===== src/rtl/spi_conf_rx_pkg.sv =====
// Shared command encoding and frame geometry for the SPI configuration receiver.
// The ARM-side header generator mirrors these constants.
package spi_conf_rx_pkg;

    localparam int WORD_W = 16;
    localparam int CMD_W  = 4;
    localparam int CNT_W  = $clog2(WORD_W + 2);

    localparam logic [CMD_W-1:0] CMD_SET_CONF = 4'h1;
    localparam logic [CMD_W-1:0] CMD_SET_DIV  = 4'h2;

    typedef enum logic [1:0] {
        WAIT_IDLE = 2'd0,
        IDLE      = 2'd1,
        SHIFT     = 2'd2
    } state_t;

    function automatic logic [CMD_W-1:0] cmd_of(input logic [WORD_W-1:0] word);
        return word[WORD_W-1 -: CMD_W];
    endfunction

endpackage


===== src/rtl/spi_conf_rx_if.sv =====
// SPI pin bundle between the ARM (master) and the FPGA configuration receiver (slave).
interface spi_conf_rx_if;

    logic ncs;
    logic spcki;
    logic mosi;
    logic miso;

    modport master (output ncs, output spcki, output mosi, input miso);
    modport slave  (input ncs, input spcki, input mosi, output miso);

endinterface


===== src/rtl/spi_conf_rx_sync_edge.sv =====
// Multi-flop synchroniser for an asynchronous pin, with rise/fall pulses taken
// against one extra delay flop behind the synchronised level.
module spi_conf_rx_sync_edge #(
    parameter int STAGES = 2
) (
    input  logic clk,
    input  logic nrst,
    input  logic d,
    output logic q,
    output logic rise,
    output logic fall
);

    logic [STAGES-1:0] sync_reg;
    logic              q_d_reg;

    // Everything resets low so a pin that is held low across reset produces no edge.
    always_ff @(posedge clk or negedge nrst) begin
        if (!nrst) begin
            sync_reg <= '0;
            q_d_reg  <= 1'b0;
        end else begin
            sync_reg <= {sync_reg[STAGES-2:0], d};
            q_d_reg  <= sync_reg[STAGES-1];
        end
    end

    assign q    = sync_reg[STAGES-1];
    assign rise =  q & ~q_d_reg;
    assign fall = ~q &  q_d_reg;

endmodule


===== src/rtl/spi_conf_rx.sv =====
// SPI-slave command receiver: collects 16-bit words from the ARM, decodes them into the
// mode/divider configuration registers and echoes the last accepted word on miso.
module spi_conf_rx
    import spi_conf_rx_pkg::*;
#(
    parameter int         SYNC_STAGES = 2,
    parameter logic [7:0] DIV_RST     = 8'h5F
) (
    input  logic          ck_1356meg,
    input  logic          nrst,
    spi_conf_rx_if.slave  spi,
    output logic [7:0]    conf_reg,
    output logic [7:0]    divisor,
    output logic          word_valid,
    output logic          frame_err
);

    logic ncs_s, ncs_rise, ncs_fall;
    logic spcki_s, spcki_rise, spcki_fall;
    logic [SYNC_STAGES-1:0] mosi_sync_reg;
    logic mosi_s;

    spi_conf_rx_sync_edge #(.STAGES(SYNC_STAGES)) u_ncs_sync (
        .clk  (ck_1356meg),
        .nrst (nrst),
        .d    (spi.ncs),
        .q    (ncs_s),
        .rise (ncs_rise),
        .fall (ncs_fall)
    );

    spi_conf_rx_sync_edge #(.STAGES(SYNC_STAGES)) u_spcki_sync (
        .clk  (ck_1356meg),
        .nrst (nrst),
        .d    (spi.spcki),
        .q    (spcki_s),
        .rise (spcki_rise),
        .fall (spcki_fall)
    );

    // Only edges of spcki matter; its synchronised level is not needed.
    logic unused_spcki_level;
    assign unused_spcki_level = spcki_s;

    always_ff @(posedge ck_1356meg or negedge nrst) begin
        if (!nrst) begin
            mosi_sync_reg <= '0;
        end else begin
            mosi_sync_reg <= {mosi_sync_reg[SYNC_STAGES-2:0], spi.mosi};
        end
    end
    assign mosi_s = mosi_sync_reg[SYNC_STAGES-1];

    state_t            state_reg;
    logic [CNT_W-1:0]  bit_cnt_reg;
    logic [WORD_W-1:0] shift_in_reg;
    logic [WORD_W-1:0] shift_out_reg;
    logic [WORD_W-1:0] echo_reg;
    logic              eval_pending_reg;
    logic              miso_reg;

    localparam logic [CNT_W-1:0] CNT_FULL = CNT_W'(WORD_W);
    localparam logic [CNT_W-1:0] CNT_SAT  = CNT_W'(WORD_W + 1);

    always_ff @(posedge ck_1356meg or negedge nrst) begin
        if (!nrst) begin
            state_reg        <= WAIT_IDLE;
            bit_cnt_reg      <= '0;
            shift_in_reg     <= '0;
            shift_out_reg    <= '0;
            echo_reg         <= '0;
            eval_pending_reg <= 1'b0;
            miso_reg         <= 1'b0;
            conf_reg         <= 8'h00;
            divisor          <= DIV_RST;
            word_valid       <= 1'b0;
            frame_err        <= 1'b0;
        end else begin
            word_valid       <= 1'b0;
            frame_err        <= 1'b0;
            eval_pending_reg <= 1'b0;

            // Judged one cycle after the ncs rise, using the frame's final counters.
            if (eval_pending_reg) begin
                if (bit_cnt_reg == CNT_FULL) begin
                    word_valid <= 1'b1;
                    echo_reg   <= shift_in_reg;
                    case (cmd_of(shift_in_reg))
                        CMD_SET_CONF: conf_reg <= shift_in_reg[7:0];
                        CMD_SET_DIV:  divisor  <= shift_in_reg[7:0];
                        default:      ;
                    endcase
                end else begin
                    frame_err <= 1'b1;
                end
            end

            case (state_reg)
                WAIT_IDLE: begin
                    // Swallow any frame already in progress when reset was released.
                    if (ncs_s) begin
                        state_reg <= IDLE;
                    end
                end
                IDLE: begin
                    if (ncs_fall) begin
                        state_reg     <= SHIFT;
                        bit_cnt_reg   <= '0;
                        shift_out_reg <= echo_reg;
                        miso_reg      <= echo_reg[WORD_W-1];
                    end
                end
                SHIFT: begin
                    // ncs is checked first so a coincident spcki edge is dropped.
                    if (ncs_rise) begin
                        state_reg        <= IDLE;
                        eval_pending_reg <= 1'b1;
                    end else if (spcki_rise) begin
                        shift_in_reg <= {shift_in_reg[WORD_W-2:0], mosi_s};
                        if (bit_cnt_reg != CNT_SAT) begin
                            bit_cnt_reg <= bit_cnt_reg + 1'b1;
                        end
                    end else if (spcki_fall) begin
                        shift_out_reg <= {shift_out_reg[WORD_W-2:0], 1'b0};
                        miso_reg      <= shift_out_reg[WORD_W-2];
                    end
                end
                default: state_reg <= WAIT_IDLE;
            endcase
        end
    end

    assign spi.miso = miso_reg;

endmodule

===== src/flat_wrapper.sv =====
// flat-port wrapper written by rule: the top's interface ports become plain ports
module spi_conf_rx_flat import spi_conf_rx_pkg::*;
#(
    parameter int         SYNC_STAGES = 2,
    parameter logic [7:0] DIV_RST     = 8'h5F
)
  (ck_1356meg, nrst, conf_reg, divisor, word_valid, frame_err, spi_ncs, spi_spcki, spi_mosi, spi_miso);
  spi_conf_rx_if spi_i ();
  input  logic ck_1356meg;
  input  logic nrst;
  output logic [7:0] conf_reg;
  output logic [7:0] divisor;
  output logic word_valid;
  output logic frame_err;
  input wire logic [$bits(spi_i.ncs)-1:0] spi_ncs;
  input wire logic [$bits(spi_i.spcki)-1:0] spi_spcki;
  input wire logic [$bits(spi_i.mosi)-1:0] spi_mosi;
  output wire logic [$bits(spi_i.miso)-1:0] spi_miso;
  assign spi_i.ncs = spi_ncs;
  assign spi_i.spcki = spi_spcki;
  assign spi_i.mosi = spi_mosi;
  assign spi_miso = spi_i.miso;
  spi_conf_rx #(.SYNC_STAGES(SYNC_STAGES), .DIV_RST(DIV_RST)) u_core (.ck_1356meg(ck_1356meg), .nrst(nrst), .spi(spi_i), .conf_reg(conf_reg), .divisor(divisor), .word_valid(word_valid), .frame_err(frame_err));
endmodule

===== config.mk =====
export PLATFORM = sky130hd
export DESIGN_NAME = spi_conf_rx_flat
export DESIGN_NICKNAME = d
export VERILOG_FILES = /design/src/rtl/spi_conf_rx_pkg.sv /design/src/rtl/spi_conf_rx_if.sv /design/src/rtl/spi_conf_rx_sync_edge.sv /design/src/rtl/spi_conf_rx.sv /design/src/flat_wrapper.sv
export SDC_FILE = /design/constraint.sdc
export NUM_CORES = 1
export LEC_CHECK = 0
export ABC_AREA = 1
export CORE_UTILIZATION = 62
export CTS_CLUSTER_DIAMETER = 30
export DETAILED_ROUTE_END_ITERATION = 7
export DONT_BUFFER_PORTS = 1
export PLACE_DENSITY = 0.78
export SETUP_SLACK_MARGIN = 0.02
export SLEW_MARGIN = 40
export SYNTH_ARGS = -nofsm -noshare
export SYNTH_HDL_FRONTEND = slang
export SYNTH_SLANG_ARGS = --single-unit

===== constraint.sdc =====
create_clock -name ck_1356meg -period 1.65 [get_ports ck_1356meg]
set_input_delay 0.165 -clock ck_1356meg [delete_from_list [all_inputs] [get_ports ck_1356meg]]
set_output_delay 0.165 -clock ck_1356meg [all_outputs]
set_load 0.1 [all_outputs]

==> results of run 1 <==
==> area by class of cell <==
| cell class | instances | area, um^2 | area share |
|---|---|---|---|
| Timing Repair Buffer | 24 | 225 | 0.0564 |
| Clock buffer | 10 | 128 | 0.0320 |
| Tap cell | 72 | 90.1 | 0.0226 |
| Sequential cell | 82 | 2060 | 0.516 |
| Inverter | 46 | 173 | 0.0433 |
| Clock inverter | 6 | 51.3 | 0.0129 |
| Multi-Input combinational cell | 249 | 1260 | 0.316 |
==> per-layer routing <==
metal,up-vias,track usage,wire [um]
li1,1260,-,-
met1,1124,0.310,2830
met2,53,0.346,2710
met3,8,0.0459,279
met4,0,0.115,96
met5,-,0,0
==> cells in the mapped netlist, types with 2 or more instances <==
library cell  number
nand2_1          138
dfrtp_1           76
o21ai_0           46
inv_1             45
o21ai_2           16
nor2_1            11
ha_1               8
nand3_1            8
buf_2              7
dfstp_2            6
nand2_2            5
a21oi_1            4
clkbuf_1           4
nand2_4            3
buf_6              2
nor3_1             2
o21a_1             2
==> per-stage QoR <==
| step | total power [W] | utilization | hold slack (ns) | worst slack (ns) |
|---|---|---|---|---|
| after global routing | 0.00538 | 0.725 | -0.520 | 0.0209 |
| after floorplan | 0.00331 | - | -0.131 | 0.142 |
| after global placement | 0.00369 | 0.681 | -0.129 | 0.101 |
| final | 0.00509 | 0.725 | -0.490 | 0.155 |
| after detailed placement | 0.00374 | 0.681 | -0.129 | -0.0234 |
| after CTS | 0.00505 | 0.721 | -0.518 | 0.0397 |
==> timing repair <==
| action | 4_1_cts | 5_1_grt |
|---|---|---|
| setup buffers | 1 | 0 |
| setup endpoints to repair | 21 | 44 |
| hold endpoints to repair | 85 | 82 |
| pin swaps | 0 | 0 |
| resized for setup | 0 | 8 |
==> cell families (layout without fill, tap and decap cells) <==
kind of cell | Yosys count | after routing | synth area share
xor+xnor | 1 | 1 | 0.00246
buf+inv | 60 | 86 | 0.0711
compound gates | 70 | 70 | 0.119
simple gates | 170 | 170 | 0.200
fa+ha+maj | 8 | 8 | 0.0282
flops | 82 | 82 | 0.579
==> power by group through the flow <==
stage          registers, W  logic (W)  clock network, W
3_3_place_gp        0.00237    0.00132                 0
5_1_grt             0.00236    0.00163           0.00139
6_report            0.00234    0.00146           0.00129
3_5_place_dp        0.00238    0.00135                 0
4_1_cts             0.00233    0.00140           0.00132
2_1_floorplan       0.00237   0.000939                 0
==> worst paths after layout <==
kind | from | end | slack (ns) | cells past startpoint
worst max-delay path | u_core.bit_cnt_reg[0] | u_core.conf_reg[3] | 0.16 | 9
worst min-delay path | nrst | u_core.conf_reg[6] | -0.49 | 0
worst max register to register | u_core.bit_cnt_reg[0] | u_core.conf_reg[3] | 0.16 | 9
worst min register to register | u_core.u_ncs_sync.sync_reg[0] | u_core.u_ncs_sync.sync_reg[1] | 0.35 | 0
max in group asynchronous | nrst | u_core.divisor[3] | 1.94 | 0
min in group ck_1356meg | u_core.u_ncs_sync.sync_reg[0] | u_core.u_ncs_sync.sync_reg[1] | 0.35 | 0
==> impl_metrics.tcl, run 1 <==
set metrics [dict create \
    slew_headroom 0.656 \
    postRouteAntennaNets 0 \
    pwr-share-clk 0.254 \
    synth_cell_types 25 \
    crit_arrival_ns 1.73 \
    vias 2445 \
    cts.root.buffer_cell "clkbuf_8" \
    fin_nets 425 \
    num-fill-cells 398 \
    hpwl_mm 3.89 \
    violations "negative hold slack" \
    synth_fp_nets 404 \
    cts_tree "yes" \
    area_growth_pct 12.2 \
    cts_sinks 82 \
    yosys-top-cells-area "dfrtp_1 54%, nand2_1 15%, o21ai_0 6.5%, inv_1 4.8%, dfstp_2 4.4%" \
    synthArstFlopShare 1.00 \
    fin_crit_sh 0.906 \
    firstDrtPassIters 4 \
    outcome "complete, but fails checks" \
    clk_pin_slew_ns 0.09 \
    rsz0062_at_grt "no" \
    die_area_mm2 0.00604 \
    clk_path_buf_depth 2 \
    numCtsBuffers 9 \
    p_sw_frac 0.361 \
    placedCellCount 469 \
    required_ns 1.88 \
    p_comb_frac 0.287 \
    tightest_slew_ns 0.516 \
    route.detailed.wl_per_inst_um 12.1 \
    antenna_found_initial 0 \
    critPathLaunchType "register" \
    crit_fanout 16 \
    die_h_um 77.7 \
    cp_top_family "simple AND/OR/NAND/NOR gates" \
    max_stage_delay_ns 0.45 \
    vias_per_cell 5.00 \
    synth_flop_cell "dfrtp_1" \
    mostFrequentLayoutCell "nand2_1" \
    avgSynthCellArea_um2 9.09 \
    drc_errors 0 \
    num_io_pins 24 \
    h-tree-depth 3 \
    wirelength_mm 5.92 \
    clock_skew_ns 0.0104 \
    grt_usage 0.227 \
    port_buffers 0 \
    synth_area_mm2 0.00355 \
    end_kind "register" \
    hold_buffers 3 \
    grt_pass1_wl_mm 10.4 \
    grt_max_degree 83 \
    synthCells 391 \
    maxCapViolCount 0 \
    final_cells 489 \
    crit_path_top_delay_cell "dfrtp_2" \
    fin_crit_ns 1.49 \
    rows 27 \
    path_class "reg2reg" \
    finalHoldViolations 82 \
    ir_worst_vdd_uv 1020 \
    mostFrequentLayoutCells "137 x nand2_1, 75 x dfrtp_1, 45 x inv_1, 45 x o21ai_0, 18 x buf_4" \
    p_int_w 0.00325 \
    ys_warn_count 0 \
    grt_pass1_vias 2334 \
    pwr-share-seq 0.459 \
    whs_ns -0.490 \
    synth_top_cell_area_share 0.535 \
    fin_setup_tns_ns 0 \
    hold_path_class "in2async" \
    synth_edf_count 0 \
    initial_core_util 0.646 \
    p_leak_nw 1.99 \
    timing.fmax_mhz 669 \
    yosysTopAreaCell "dfrtp_1" \
    drv_slew 0 \
    pwr_density_cell_mw_per_mm2 1270 \
    core_mm2 0.00551 \
    layout-drive-gt1-share 0.180 \
    clock_latency_ns 0.35 \
    drt_first_iter_violations 157 \
    synth-seq-cells 82 \
    place.gp.congestion 0.752 \
    crit_path_cell_trace "inv_1 -> ha_1 -> nand2_1 -> clkinv_1 -> nand2_4 -> nor2_8 -> nand2_4 -> nand2_1 -> o21ai_2" \
    synth_seq_area_share 0.579 \
    cp.buffers_inverters 2 \
    gr-total-overflow 0 \
    antenna_cells 0 \
    fp.dieW_um 77.7 \
    p_sw_w 0.00184 \
    design_area_mm2 0.00399 \
    dpl_cell_area_mm2 0.00375 \
    finalSetupViolCount 0 \
]
Note: power is estimated with default switching activity, not from simulation.
==> run 2, diff against run 1 <==
--- a/config.mk
+++ b/config.mk
@@ -6,11 +6,13 @@
 export NUM_CORES = 1
 export LEC_CHECK = 0
 export ABC_AREA = 1
-export CORE_UTILIZATION = 62
+export CELL_PAD_IN_SITES_DETAIL_PLACEMENT = 1
+export CELL_PAD_IN_SITES_GLOBAL_PLACEMENT = 1
+export CORE_UTILIZATION = 48
 export CTS_CLUSTER_DIAMETER = 30
 export DETAILED_ROUTE_END_ITERATION = 7
 export DONT_BUFFER_PORTS = 1
-export PLACE_DENSITY = 0.78
+export PLACE_DENSITY_LB_ADDON = 0.1
 export SETUP_SLACK_MARGIN = 0.02
 export SLEW_MARGIN = 40
 export SYNTH_ARGS = -nofsm -noshare
==> run 2 against run 1 <==
  * The flow still finishes with violations (negative hold slack)
  * Register-to-register slack got worse by 0.09 ns
  * Power increased by 5.8%
  * Largest cell class unchanged
  * Die area increased by 28%
  * Routed wire length increased by 21%
  * Sequential power about the same
  * Largest power group unchanged
  * Fmax decreased by 5.6%
  * Flip-flop and latch count unchanged
  * Worst hold slack got worse by 0.0060 ns
  * Worst setup slack got worse by 0.088 ns
  * Via count increased by 2.8%
  * Clock power increased by 16%
==> impl_metrics.tcl, run 2 (synthesized netlist as in run 1, its figures left out) <==
set metrics [dict create \
    power_w 0.00538 \
    end_kind "register" \
    tightest_slew_ns 0.606 \
    rr_worst_depth 6 \
    whs_ns -0.496 \
    grt_pass1_wl_mm 12.2 \
    hpwl_mm 4.77 \
    die_h_um 88.1 \
    finalWorstSetupSlack_ns 0.0668 \
    pwr_density_cell_mw_per_mm2 1310 \
    dpl_worst_slack_ns 0.0597 \
    clock_latency_ns 0.35 \
    clock_skew_ns 0.00855 \
    clk_pin_slew_ns 0.08 \
    dpl_cell_area_mm2 0.00379 \
    fp.dieW_um 88.1 \
    fin_setup_tns_ns 0 \
    p_leak_nw 2.01 \
    cts_sinks 82 \
    mostFrequentLayoutCells "136 x nand2_1, 76 x dfrtp_1, 46 x o21ai_0" \
    fin_crit_ns 1.58 \
    clk_path_buf_depth 2 \
    antenna_cells 0 \
    gr-total-overflow 0 \
    die_area_mm2 0.00775 \
    hold_buffers 3 \
    num_io_pins 24 \
    finalSetupViolCount 0 \
    final_cells 520 \
    violations "negative hold slack" \
    maxCapViolCount 0 \
    placedCellCount 498 \
    postRouteAntennaNets 0 \
    grt_usage 0.209 \
    initial_core_util 0.493 \
    critPathLaunchType "register" \
    cts_tree "yes" \
    slew_headroom 0.593 \
    rsz0062_at_grt "yes" \
    r2r_slack_ns 0.07 \
    reg2reg_to "u_core.conf_reg[0]" \
    crit_fanout 16 \
    grt_max_degree 83 \
    port_buffers 0 \
    outcome "complete, but fails checks" \
    numCtsBuffers 9 \
    fin_nets 429 \
    finalHoldViolations 82 \
    route.detailed.wl_per_inst_um 13.7 \
    grt_pass1_vias 2620 \
    core_mm2 0.00721 \
    layout-drive-gt1-share 0.190 \
    drv_slew 0 \
    drt_first_iter_violations 117 \
    vias 2513 \
    wirelength_mm 7.14 \
    area_growth_pct 15.3 \
    antenna_found_initial 0 \
    timing.fmax_mhz 632 \
    ir_worst_vdd_uv 580 \
    crit_arrival_ns 1.82 \
    design_area_mm2 0.00410 \
    fin_crit_sh 0.960 \
    required_ns 1.89 \
    place.gp.congestion 0.726 \
    hold_path_class "in2async" \
    h-tree-depth 3 \
    drc_errors 0 \
    mostFrequentLayoutCell "nand2_1" \
    rows 31 \
    r2r_start "u_core.shift_in_reg[14]" \
    path_class "reg2reg" \
    cts.root.buffer_cell "clkbuf_8" \
    vias_per_cell 4.83 \
    firstDrtPassIters 4 \
]
[run 2: power by group]
group,total (W),switching [W],internal (W),leakage (nW)
logic,0.00156,0.00104,0.000514,0.816
clock network,0.00149,0.000710,0.000783,0.103
registers,0.00233,0.000137,0.00219,1.09
total,0.00538,0.00189,0.00349,2.01
[run 2: layout make-up]
class | count | area [um^2]
clock buffers | 12 | 155
clock inverters | 4 | 51.3
fillers | 845 | 3110
inverters | 46 | 173
multi-input cells | 249 | 1290
flip-flops and latches | 82 | 2060
well taps | 99 | 124
repair buffers | 28 | 250
[run 2: metrics by stage]
| step | utilization | hold slack [ns] |
|---|---|---|
| finish | 0.568 | -0.496 |
| global route | 0.568 | -0.524 |
| CTS | 0.558 | -0.512 |
| detailed placement | 0.525 | -0.129 |
| global placement | 0.525 | -0.129 |
| floorplan | - | -0.131 |
[run 2: worst max-delay path by stage]
stage	startpoint	endpoint	slack (ns)	cells after the start
2_1_floorplan	u_core.state_reg[0]	u_core.shift_out_reg[10]	0.14	9
3_3_place_gp	u_core.state_reg[0]	u_core.bit_cnt_reg[1]	0.12	9
3_5_place_dp	u_core.state_reg[0]	u_core.shift_out_reg[6]	0.06	8
4_1_cts	u_core.state_reg[0]	u_core.shift_out_reg[0]	0.04	8
5_1_grt	u_core.shift_in_reg[14]	u_core.conf_reg[0]	-0.05	6
6_report	u_core.shift_in_reg[14]	u_core.conf_reg[0]	0.07	6
[run 2: layer usage]
metal | track usage | up-vias | share of wire | routed length, um
li1 | - | 1260 | - | -
met1 | 0.291 | 1218 | 0.50 | 3560
met2 | 0.324 | 27 | 0.46 | 3300
met3 | 0.0537 | 8 | 0.030 | 211
met4 | 0.0616 | 0 | 0.010 | 74
met5 | 0 | - | 0 | 0
[run 2: critical path, cell delays in order, from the launching register on]
cell and delay [ns]:
dfrtp_1 0.41, inv_1 0.08, nand2_1 0.08, nor3_1 0.48
nand2_8 0.22, nand2_1 0.14, o21ai_2 0.05
[run 2: timing repair]
action | in CTS | in global routing
endpoints found under the hold margin | 85 | 82
setup buffers | 0 | 3
resized for setup | 0 | 12
endpoints found under the setup margin | 0 | 54
==> run 3, diff against run 2 <==
--- a/config.mk
+++ b/config.mk
@@ -5,10 +5,9 @@
 export SDC_FILE = /design/constraint.sdc
 export NUM_CORES = 1
 export LEC_CHECK = 0
-export ABC_AREA = 1
 export CELL_PAD_IN_SITES_DETAIL_PLACEMENT = 1
 export CELL_PAD_IN_SITES_GLOBAL_PLACEMENT = 1
-export CORE_UTILIZATION = 48
+export CORE_UTILIZATION = 52
 export CTS_CLUSTER_DIAMETER = 30
 export DETAILED_ROUTE_END_ITERATION = 7
 export DONT_BUFFER_PORTS = 1
==> run 3 against run 2 <==
  * The flow finishes with violations (negative hold slack, negative setup slack)
  * Die area shrank 9.5%
  * First-iteration DRC count rose by 12%
  * Critical path depth increased by 1
  * Non-clock buffer count up 31
  * Flip-flop and latch count is the same
  * Global-route usage rose by 6.6 points
  * Core utilization is 14 points higher
  * Synthesized cell count down 33%
  * Clock skew is 0.016 ns higher
  * Critical path type unchanged
  * Worst hold slack lost 0.014 ns
  * Area after synthesis is 2.2% lower
  * Register-to-register slack lost 0.20 ns
==> impl_metrics.tcl, run 3 <==
set metrics [dict create \
    maxCapViolCount 0 \
    yosysMostFrequentCell "dfrtp_1" \
    place.gp.congestion 0.711 \
    synth_area_mm2 0.00348 \
    ys_warn_count 0 \
    synth_fp_nets 274 \
    design_area_mm2 0.00452 \
    finalWorstSetupSlack_ns -0.137 \
    rows 29 \
    synth-seq-cells 82 \
    hpwl_mm 4.67 \
    finalSetupViolCount 53 \
    cts_tree "yes" \
    synthCells 261 \
    synth_flop_cell "dfrtp_1" \
    timing.fmax_mhz 560 \
    required_ns 1.90 \
    grt_max_degree 83 \
    slew_headroom 0.651 \
    fin_crit_ns 1.79 \
    violations "negative hold slack, negative setup slack" \
    ys_top_cells_by_count "76 x dfrtp_1, 54 x mux2_2, 44 x nand2_1" \
    fin_setup_tns_ns -4.35 \
    avgSynthCellArea_um2 13.3 \
    placedCellCount 366 \
    yosys-top-cells-area "dfrtp_1 55%, mux2_2 17%, nand2_1 4.7%, dfstp_2 4.5%, mux2_1 3.6%" \
    fin_crit_sh 1.08 \
    rsz0062_at_grt "yes" \
    whs_ns -0.509 \
    layout-drive-gt1-share 0.495 \
    num-fill-cells 573 \
    num_io_pins 24 \
    pwr_density_cell_mw_per_mm2 1300 \
    tightest_slew_ns 0.524 \
    vias 2408 \
    clk_pin_slew_ns 0.10 \
    gr-total-overflow 0 \
    synth_top_cell_area_share 0.547 \
    mostFrequentLayoutCells "76 x dfrtp_1, 44 x nand2_1, 43 x buf_4" \
    fp.dieW_um 83.8 \
    numCtsBuffers 9 \
    die_h_um 83.8 \
    clock_skew_ns 0.0241 \
    hold_path_class "in2async" \
    drt_first_iter_violations 131 \
    antenna_found_initial 0 \
    outcome "complete, but fails checks" \
    cts.root.buffer_cell "clkbuf_8" \
    postRouteAntennaNets 0 \
    antenna_cells 0 \
    path_class "reg2reg" \
    end_kind "register" \
    grt_pass1_vias 2630 \
    initial_core_util 0.544 \
    crit_arrival_ns 2.03 \
    mostFrequentLayoutCell "dfrtp_1" \
    ir_worst_vdd_uv 1140 \
    route.detailed.wl_per_inst_um 26.4 \
    vias_per_cell 5.93 \
    synth_edf_count 0 \
    crit_fanout 8 \
    die_area_mm2 0.00702 \
    final_cells 406 \
    drv_slew 0 \
    yosysTopAreaCell "dfrtp_1" \
    critPathLaunchType "register" \
    clock_latency_ns 0.37 \
    p_leak_nw 2.34 \
    cts_sinks 82 \
    area_growth_pct 29.9 \
    final_util 0.707 \
    dpl_cell_area_mm2 0.00385 \
    port_buffers 0 \
    h-tree-depth 3 \
    synth_cell_types 39 \
    hold_buffers 3 \
    clk_path_buf_depth 2 \
    core_mm2 0.00639 \
    firstDrtPassIters 4 \
    drc_errors 0 \
    synth_seq_area_share 0.592 \
    wirelength_mm 10.7 \
    grt_usage 0.275 \
    synthArstFlopShare 1.00 \
    fin_nets 337 \
    grt_pass1_wl_mm 14.5 \
    finalHoldViolations 82 \
]
## run 3: timing repair
| item | 4_1_cts | 5_1_grt |
|---|---|---|
| setup buffers | 12 | 7 |
| gates cloned | 2 | 1 |
| gates resized for setup | 28 | 40 |
| hold endpoints to repair | 85 | 82 |
| endpoints found under the setup margin | 55 | 59 |
| pin swaps | 5 | 7 |
## run 3: critical path: stages (launching register included)
cell and delay, ns:
dfrtp_1 0.43, inv_2 0.09, ha_4 0.12, and4bb_2 0.27
nand2_4 0.08, clkinv_4 0.08, nand4b_4 0.23, mux2_4 0.37
## run 3: final timing paths
kind | from | end | slack, ns | cells after the start
hold reg to reg | u_core.u_ncs_sync.sync_reg[0] | u_core.u_ncs_sync.sync_reg[1] | 0.37 | 0
hold / removal | nrst | u_core.echo_reg[6] | -0.51 | 0
max in group asynchronous | nrst | u_core.divisor[0] | 1.94 | 0
setup reg to reg | u_core.bit_cnt_reg[0] | u_core.conf_reg[3] | -0.14 | 7
setup / recovery | u_core.bit_cnt_reg[0] | u_core.conf_reg[3] | -0.14 | 7
min in group ck_1356meg | u_core.u_ncs_sync.sync_reg[0] | u_core.u_ncs_sync.sync_reg[1] | 0.37 | 0
## run 3: power breakdown
group,internal (W),switching [W],leakage (nW)
Combinational,0.00128,0.00103,1.15
Clock,0.000595,0.000788,0.0859
Sequential,0.00209,0.000111,1.10
Total,0.00397,0.00193,2.34
## run 3: logic make-up (layout without fill, tap and decap cells)
group,after synthesis,count (layout),share of synthesized area
buffers and inverters,18,86,0.0227
AND/OR/NAND/NOR,72,72,0.110
AO/OA/AOI/OAI,14,14,0.0295
flip-flops,82,82,0.592
multiplexers,66,66,0.213
adder cells (fa/ha/maj),9,9,0.0317
## run 3: cell type report
class,instances,area (um^2),share of cell area
clock buffers,11,141,0.0313
clock inverters,5,37.5,0.00831
inverters,11,46.3,0.0102
multi-input cells,161,1560,0.346
flip-flops and latches,82,2060,0.456
well taps,77,96.3,0.0213
repair buffers,59,574,0.127
## run 3: metrics by stage
step                total power [W]  worst slack (ns)
floorplan                   0.00301           -0.0110
detailed placement          0.00352            -0.120
global placement            0.00346           -0.0559
finish                      0.00589            -0.137
global route                0.00610            -0.186
CTS                         0.00536            -0.117
## run 3: metal layers
layer,global-route usage,part of all wire,vias up
met5,0,0,-
met4,0.0940,0.032,0
met3,0.0485,0.043,26
met2,0.466,0.51,81
met1,0.359,0.42,1278
li1,-,-,1023
